===== config.mk =====
export PLATFORM = sky130hd
export DESIGN_NAME = mining_job_ctrl
export DESIGN_NICKNAME = d
export VERILOG_FILES = /design/src/rtl/mining_job_ctrl.sv
export SDC_FILE = /design/constraint.sdc
export NUM_CORES = 1
export LEC_CHECK = 0
export CAP_MARGIN = 20
export CORE_MARGIN = 2
export CORE_UTILIZATION = 56
export DETAILED_ROUTE_END_ITERATION = 10
export PLACE_DENSITY_LB_ADDON = 0.12
export SLEW_MARGIN = 25
export SYNTH_ARGS = -nofsm -noshare
export SYNTH_HDL_FRONTEND = slang
export SYNTH_SLANG_ARGS = --single-unit

===== constraint.sdc =====
create_clock -name clk -period 4.7 [get_ports clk]
set_input_delay 0.705 -clock clk [delete_from_list [all_inputs] [get_ports clk]]
set_output_delay 0.705 -clock clk [all_outputs]
set_load 0.01 [all_outputs]

===== src/rtl/mining_job_ctrl.sv =====
// Job sequencer between the UART byte streams and the SHA-256 miner core.
// Loads a framed header into the core's header RAM, starts the nonce sweep,
// and returns a 6-byte result frame once the core reports completion.
module mining_job_ctrl #(
  parameter int unsigned HDR_BYTES  = 76,
  parameter logic [7:0]  SYNC_BYTE  = 8'hAA,
  parameter logic [7:0]  RESP_BYTE  = 8'h55,
  parameter int unsigned RX_TIMEOUT = 100000
) (
  input  logic        clk,
  input  logic        reset,
  input  logic [7:0]  rx_data,
  input  logic        rx_valid,
  output logic [7:0]  tx_data,
  output logic        tx_valid,
  input  logic        tx_ready,
  output logic        hdr_wr_en,
  output logic [6:0]  hdr_wr_addr,
  output logic [7:0]  hdr_wr_data,
  output logic        core_start,
  output logic        core_abort,
  input  logic        core_done,
  input  logic        core_found,
  input  logic [31:0] core_nonce,
  output logic [2:0]  state_dbg,
  output logic [15:0] job_count,
  output logic [7:0]  err_count
);

  typedef enum logic [2:0] {
    S_IDLE  = 3'd0,
    S_LOAD  = 3'd1,
    S_START = 3'd2,
    S_MINE  = 3'd3,
    S_RESP  = 3'd4
  } state_t;

  localparam int unsigned TW      = $clog2(RX_TIMEOUT + 1);
  localparam logic [6:0]  IDX_END = 7'(HDR_BYTES);
  localparam logic [6:0]  TX_LAST = 7'd5;
  localparam logic [TW-1:0] TMO   = TW'(RX_TIMEOUT);

  state_t        state_q, state_d;
  logic [6:0]    idx_q, idx_d;
  logic [TW-1:0] timer_q, timer_d;
  logic          found_q, found_d;
  logic [31:0]   nonce_q, nonce_d;
  logic          wr_en_q, wr_en_d;
  logic [6:0]    wr_addr_q, wr_addr_d;
  logic [7:0]    wr_data_q, wr_data_d;
  logic          abort_q, abort_d;
  logic [15:0]   job_q, job_d;
  logic [7:0]    err_q, err_d;
  logic [7:0]    tx_byte;

  wire sync_rx = rx_valid && (rx_data == SYNC_BYTE);

  // Next-state and register-update logic for the job sequencer.
  // idx doubles as the header byte index in LOAD and the TX byte index in RESP.
  always_comb begin
    state_d   = state_q;
    idx_d     = idx_q;
    timer_d   = timer_q;
    found_d   = found_q;
    nonce_d   = nonce_q;
    wr_en_d   = 1'b0;
    wr_addr_d = wr_addr_q;
    wr_data_d = wr_data_q;
    abort_d   = 1'b0;
    job_d     = job_q;
    err_d     = err_q;
    case (state_q)
      S_IDLE: begin
        if (sync_rx) begin
          state_d = S_LOAD;
          idx_d   = '0;
          timer_d = '0;
        end
      end
      S_LOAD: begin
        if (idx_q == IDX_END) begin
          state_d = S_START;
        end else if (rx_valid) begin
          wr_en_d   = 1'b1;
          wr_addr_d = idx_q;
          wr_data_d = rx_data;
          idx_d     = idx_q + 7'd1;
          timer_d   = '0;
        end else if (timer_q == TMO) begin
          state_d = S_IDLE;
          if (err_q != '1) err_d = err_q + 8'd1;
        end else begin
          timer_d = timer_q + TW'(1);
        end
      end
      S_START: state_d = S_MINE;
      S_MINE: begin
        if (core_done) begin
          found_d = core_found;
          nonce_d = core_nonce;
          idx_d   = '0;
          state_d = S_RESP;
        end else if (sync_rx) begin
          abort_d = 1'b1;
          idx_d   = '0;
          timer_d = '0;
          state_d = S_LOAD;
        end
      end
      S_RESP: begin
        if (tx_ready) begin
          if (idx_q == TX_LAST) begin
            state_d = S_IDLE;
            if (job_q != '1) job_d = job_q + 16'd1;
          end else begin
            idx_d = idx_q + 7'd1;
          end
        end
      end
      default: state_d = S_IDLE;
    endcase
  end

  // State and datapath registers.
  always_ff @(posedge clk or negedge reset) begin
    if (!reset) begin
      state_q   <= S_IDLE;
      idx_q     <= '0;
      timer_q   <= '0;
      found_q   <= 1'b0;
      nonce_q   <= '0;
      wr_en_q   <= 1'b0;
      wr_addr_q <= '0;
      wr_data_q <= '0;
      abort_q   <= 1'b0;
      job_q     <= '0;
      err_q     <= '0;
    end else begin
      state_q   <= state_d;
      idx_q     <= idx_d;
      timer_q   <= timer_d;
      found_q   <= found_d;
      nonce_q   <= nonce_d;
      wr_en_q   <= wr_en_d;
      wr_addr_q <= wr_addr_d;
      wr_data_q <= wr_data_d;
      abort_q   <= abort_d;
      job_q     <= job_d;
      err_q     <= err_d;
    end
  end

  // Result frame byte selection; forced to zero outside RESP.
  always_comb begin
    tx_byte = '0;
    if (state_q == S_RESP) begin
      case (idx_q[2:0])
        3'd0:    tx_byte = RESP_BYTE;
        3'd1:    tx_byte = {7'd0, found_q};
        3'd2:    tx_byte = nonce_q[31:24];
        3'd3:    tx_byte = nonce_q[23:16];
        3'd4:    tx_byte = nonce_q[15:8];
        default: tx_byte = nonce_q[7:0];
      endcase
    end
  end

  assign tx_data     = tx_byte;
  assign tx_valid    = (state_q == S_RESP);
  assign hdr_wr_en   = wr_en_q;
  assign hdr_wr_addr = wr_addr_q;
  assign hdr_wr_data = wr_data_q;
  assign core_start  = (state_q == S_START);
  assign core_abort  = abort_q;
  assign state_dbg   = state_q;
  assign job_count   = job_q;
  assign err_count   = err_q;

endmodule


==> impl_metrics.csv, run 1 <==
group,metric,value,unit
sta,hold_viol,0,
synthesis,synthArstFlopShare,1.000,
floorplanning,die_area,0.009653,sq mm
finish,fin_nets,590,
worst_setup_path,slowest_delay,0.81,ns
worst_setup_path,cpMaxStageDelayCell,"nor3_1",
sta,setup_viol,0,
pwr,p_per_area,321.0,mW/mm^2
synthesis,syn-num-nets,491,
finish,nFillCells,626,
synthesis,ys.flop_type,"dfrtp_1",
drt,drtAntennaViolNets,0,
sta,finalSetupTns,0,ns
sta,fin_skew,0.01198,ns
run_status,status,"completed",
sta,drv_slew,0,
finish,final_util,0.7219,
drt,drt_iter0_markers,175,
synthesis,yosysTopAreaCell,"dfrtp_1",
pwr,leakage,2.719,nW
finish,layoutNonFillerInstCount,648,
clocking,cts_buffers,9,
sta,fmaxAchievable,261.5,MHz
worst_setup_path,end_kind,"output port",
global_routing,antenna_found_initial,0,
worst_setup_path,cp.arrival,3.12,ns
synthesis,netlist_top_cells_area,"dfrtp_1, mux2_2, xnor2_1",
synthesis,yosys_warnings,0,
finish,drive_gt1_frac,0.1556,
synthesis,ys_ff_latch,101,
synthesis,syn_area,0.004975,sq mm
finish,diodes,0,
sta,whs,0.3565,ns
global_routing,grt-ovfl-total,0,
drt,drtPass1Iterations,4,
placed_design,place_hpwl,7.783,mm
drt,wirelength,10.93,mm
global_routing,grt_pass1_wl,18.40,mm
drt,vias,3850,
synthesis,ys_types,64,
drt,via_per_inst,5.941,
placed_design,gp_congestion,0.8431,
pwr,ir_worst_vdd,0.2516,mV
job,maxCapViolCount,0,
placed_design,dp_cells,632,
worst_setup_path,crit_chain,"ha_1 -> ha_1 -> nor3_1 -> a222oi_1 -> a21oi_1 -> clkdlybuf4s50_1",
clocking,clock_sinks,101,
clocking,clockBufferDepth,2,
synthesis,synth_top_area_share,0.5080,
worst_setup_path,crit_path_start_kind,"flip-flop",
floorplanning,fp.dieH,98.25,microns
clocking,hold_buffers,0,
global_routing,first_global_vias,3814,
clocking,clk_pin_slew_worst_paths,0.11,ns
synthesis,syn_avg_cell_area,11.41,sq um
clocking,clock_latency,0.37,ns
floorplanning,fp.coreArea,0.008678,sq mm
synthesis,postSynthCellCount,436,
placed_design,portBuffers,99,
clocking,tritoncts,"yes",
drt,drcViolationCount,0,
floorplanning,num_rows,34,
sta,min_period,3.824,ns
global_routing,grt_max_degree,78,
clocking,cts_resized,0,
sta,worst_pin_slew,0.9926,ns
floorplanning,boundaryPins,100,
synthesis,seq_area_frac_synth,0.5080,
synthesis,synthTopCellsByCount,"dfrtp_1, mux2_2, nand2_1",
clocking,cts_root_buffer,"clkbuf_8",
drt,routedWlPerCell,16.86,microns
sta,maxSlewHeadroom,0.3322,
global_routing,grt_usage,0.2342,
clocking,post_cts_buffers,0,
sta,rsz0062_at_grt,"false",
pwr,finalPower,2.011,mW
synthesis,yosysMostFrequentCell,"dfrtp_1",
worst_setup_path,critPathKind,"flip-flop to output port",
floorplanning,start_util,0.5732,
min_path,hold_path.class,"primary input to asynchronous set/reset pin",
sta,post-route-period-util,0.8136,
worst_setup_path,cpMostUsedCell,"ha_1",
worst_setup_path,critPathMaxFanout,9,
worst_setup_path,required,3.99,ns
finish,area_delta_synth_final,25.93,%
clocking,htree_levels,3,
synthesis,synth_edf_count,0,
floorplanning,chipWidth,98.25,microns
[layer usage]
layer / wire [microns] / global-route usage / vias to the layer above
met4: 212 / 0.07482 / 0
met2: 5586 / 0.3915 / 110
met5: 0 / 0 / -
li1: - / - / 1824
met3: 482 / 0.05011 / 18
met1: 4646 / 0.3081 / 1898
[power breakdown]
group          internal [mW]  total, mW  switching [mW]
logic                  0.202      0.443           0.241
registers              0.920       1.00          0.0799
clock network          0.254      0.568           0.314
total                   1.38       2.01           0.635
[layout make-up]
class / count / area (sq um) / share of cell area
Clock buffer: 9 / 123.9 / 0.01977
Sequential cell: 101 / 2527 / 0.4034
Clock inverter: 7 / 80.08 / 0.01278
Tap cell: 108 / 135.1 / 0.02157
Multi-Input combinational cell: 309 / 2342 / 0.3739
Timing Repair Buffer: 101 / 1007 / 0.1608
Inverter: 13 / 48.80 / 0.007789
[cells in the final DEF, fill, tap and decap left out, types with 10 or more instances in the layout]
cell             count
inv_1               13
nand3_1             18
nand4_1             10
mux2_2              50
nand2_1             29
xnor2_1             16
nor2_1              22
dfrtp_1            101
a21oi_1             11
o21ai_0             22
clkdlybuf4s50_1     98
[final timing paths]
| check | start | end | slack [ns] | depth (start not counted) |
|---|---|---|---|---|
| max | idx_q[1] | tx_data[0] | 0.88 | 6 |
| min | reset | job_count[0] | 0.36 | 1 |
| max reg2reg | idx_q[0] | timer_q[11] | 1.99 | 7 |
| min reg2reg | err_count[6] | err_count[6] | 0.51 | 1 |
| max in group asynchronous | reset | timer_q[6] | 3.54 | 2 |
| min in group clk | err_count[6] | err_count[6] | 0.51 | 1 |
[state kept, by name, indices dropped and copies added, names as in the netlist]
register and cells:
core_abort 1, err_count 8, found_q 1, hdr_wr_addr 7, hdr_wr_data 8, hdr_wr_en 1, idx_q 7, job_count 16
nonce_q 32, state_dbg 3, timer_q 17
[per-stage QoR]
stage | area (sq um) | setup slack [ns]
5_1_grt | 6265 | 0.6805
3_5_place_dp | 6057 | 1.327
4_1_cts | 6261 | 0.8853
3_3_place_gp | 6052 | 1.396
6_report | 6265 | 0.8763
2_1_floorplan | 4975 | 2.099
[critical path, delay by kind of cell, from the launching register on]
family	cells	cell delay, ns
and+or+nand+nor	1	0.81
adders and majority gates	2	0.54
buffers and inverters	1	0.56
AOI/OAI and AO/OA	2	0.39
DFF	1	0.45
[logic make-up after synthesis]
logic type | synth area share
adders and majority gates | 0.02264
buffers and inverters | 0.02389
DFF | 0.5080
and+or+nand+nor | 0.1657
muxes | 0.1172
xor gates and xnor gates | 0.03697
AOI/OAI and AO/OA | 0.1255
(Power assumes the default switching activity.)
==> run 2, diff against run 1 <==
- CORE_UTILIZATION: 56 -> 47
- clock period: 4.7 -> 3.5 ns (I/O delays scaled with it)
==> run 2 against run 1 <==
  * Cell area rose by 0.68%
  * Routed wire length rose by 1.3%
  * Clock-buffer cell count rose by 2
  * Worst setup slack got worse by 0.64 ns
  * Via count fell by 2.4%
  * Register-to-register slack got worse by 1.2 ns
  * Critical path type unchanged
  * Largest power group unchanged
  * Clock power rose by 20%
  * Combinational power rose by 38%
==> impl_metrics.csv, run 2 (synthesis results as in run 1) <==
group,metric,value,unit
run_status,status,"completed",
worst_setup_path,critPathMaxFanout,9,
global_routing,met1_usage,0.2712,
global_routing,grt_max_degree,102,
global_routing,grt-ovfl-total,0,
drt,routedWlPerCell,16.28,microns
drt,vias,3757,
placed_design,gp_congestion,0.8125,
floorplanning,fp.coreArea,0.01032,sq mm
worst_setup_path,required,2.97,ns
pwr,sw_frac_of_total,0.3182,
sta,drv_slew,0,
floorplanning,boundaryPins,100,
pwr,seqPwrFrac,0.511,
placed_design,place_hpwl,7.840,mm
pwr,ir_worst_vdd,0.3882,mV
finish,fin_nets,594,
pwr,p_per_area,419.0,mW/mm^2
sta,post-route-period-util,0.9315,
clocking,post_cts_buffers,0,
clocking,hold_buffers,0,
global_routing,grt_pass1_wl,19.14,mm
global_routing,grt_usage,0.2084,
global_routing,antenna_found_initial,0,
finish,layout_common_cells,"dfrtp_1, clkdlybuf4s50_1, mux2_2, nand2_1",
clocking,cts_root_buffer,"clkbuf_8",
floorplanning,start_util,0.4819,
floorplanning,chipWidth,106.9,microns
clocking,cts_resized,0,
drt,via_per_inst,5.525,
pwr,leakage,2.720,nW
global_routing,grtUsageMet3,0.04742,
sta,min_period,3.260,ns
finish,largest_reg_flops,32,
pwr,switchingPower,0.8411,mW
drt,drt_iter0_markers,176,
floorplanning,fp.dieH,106.9,microns
sta,finalSetupTns,0,ns
sta,setup_viol,0,
drt,drtPass1Iterations,4,
drt,wirelength,11.07,mm
worst_setup_path,crit_path_start_kind,"flip-flop",
global_routing,grtUsageMet2,0.3508,
sta,final.setup.worst_slack,0.2397,ns
clocking,clk_pin_slew_worst_paths,0.10,ns
worst_setup_path,cp.arrival,2.74,ns
sta,fin_skew,0.01038,ns
drt,drcViolationCount,0,
worst_setup_path,end_kind,"output port",
sta,worst_pin_slew,0.9541,ns
clocking,cts_buffers,9,
finish,area_delta_synth_final,26.79,%
placed_design,portBuffers,99,
finish,top_register,"nonce_q",
sta,fmaxAchievable,306.7,MHz
placed_design,dp_cells,664,
pwr,internal_power,1.802,mW
clocking,clock_sinks,101,
pwr,clkPwrFrac,0.258,
min_path,hold_path.class,"primary input to asynchronous set/reset pin",
finish,diodes,0,
worst_setup_path,critPathKind,"flip-flop to output port",
floorplanning,num_rows,37,
job,maxCapViolCount,0,
finish,final_common_cell,"dfrtp_1",
floorplanning,die_area,0.01142,sq mm
clocking,tritoncts,"yes",
finish,layoutNonFillerInstCount,680,
sta,whs,0.1961,ns
sta,maxSlewHeadroom,0.3581,
drt,drtAntennaViolNets,0,
pwr,combPwrFrac,0.231,
global_routing,busiest_layer,"met2",
sta,rsz0062_at_grt,"false",
finish,final_util,0.6110,
sta,hold_viol,0,
clocking,clockBufferDepth,2,
finish,drive_gt1_frac,0.1581,
global_routing,first_global_vias,3908,
clocking,htree_levels,3,
clocking,clock_latency,0.37,ns
placed_design,post-place-ws,0.5478,ns
run 2: changes by cell type in the layout (fill, tap and decap cells not counted):
cell / delta
a2111oi_1: +1
a2111oi_2: -1
buf_12: +1
buf_4: +4
buf_6: -1
bufinv_16: -1
clkbuf_1: +1
clkbuf_8: +1
clkinvlp_4: +2
inv_6: -2
inv_8: -1
run 2: worst paths after layout:
path,start,end,slack (ns),depth (start not counted)
hold / removal,reset,job_count[3],0.20,2
setup reg to reg,state_dbg[2],job_count[14],0.82,5
setup / recovery,idx_q[2],tx_data[5],0.24,7
max in group asynchronous,reset,idx_q[0],2.89,2
hold reg to reg,job_count[5],job_count[5],0.50,1
min in group clk,job_count[5],job_count[5],0.50,1
run 2: layer usage:
metal	wire length, microns	share of wire	vias up
met5	0	0	-
met4	90	0.0081	0
met3	396	0.036	6
met2	5579	0.50	76
met1	5007	0.45	1856
li1	-	-	1819
run 2: area by class of cell:
type / instances / area, sq um
Clock buffer: 11 / 141.4
Clock inverter: 5 / 36.28
Fill cell: 856 / 4016
Inverter: 13 / 48.80
Multi-Input combinational cell: 309 / 2337
Sequential cell: 101 / 2527
Tap cell: 136 / 170.2
Timing Repair Buffer: 105 / 1046
run 2: worst max-delay path: stages (launching register included):
cell and delay [ns]:
dfrtp_1 0.51, inv_1 0.18, ha_1 0.38, nor3_1 0.30
buf_4 0.20, nand2_1 0.06, a21oi_1 0.18, clkdlybuf4s50_1 0.56
run 2: metrics by stage:
| step | power [mW] | area (sq um) |
|---|---|---|
| 6_report | 2.643 | 6307 |
| 5_1_grt | 2.808 | 6307 |
| 4_1_cts | 2.670 | 6307 |
| 3_3_place_gp | 1.964 | 6130 |
| 2_1_floorplan | 1.684 | 4975 |
| 3_5_place_dp | 1.988 | 6130 |
run 2: power by group through the flow:
stage	clock network (mW)	logic [mW]	registers, mW
after global routing	0.752	0.688	1.37
after CTS	0.704	0.617	1.35
final	0.683	0.611	1.35
after detailed placement	0	0.615	1.37
after floorplan	0	0.345	1.34
after global placement	0	0.597	1.37
==> run 3, diff against run 2 <==
- CAP_MARGIN: 20 -> 5
==> results of run 3 <==
Same layout as run 2: the final DEF is identical, and so are final timing and power.
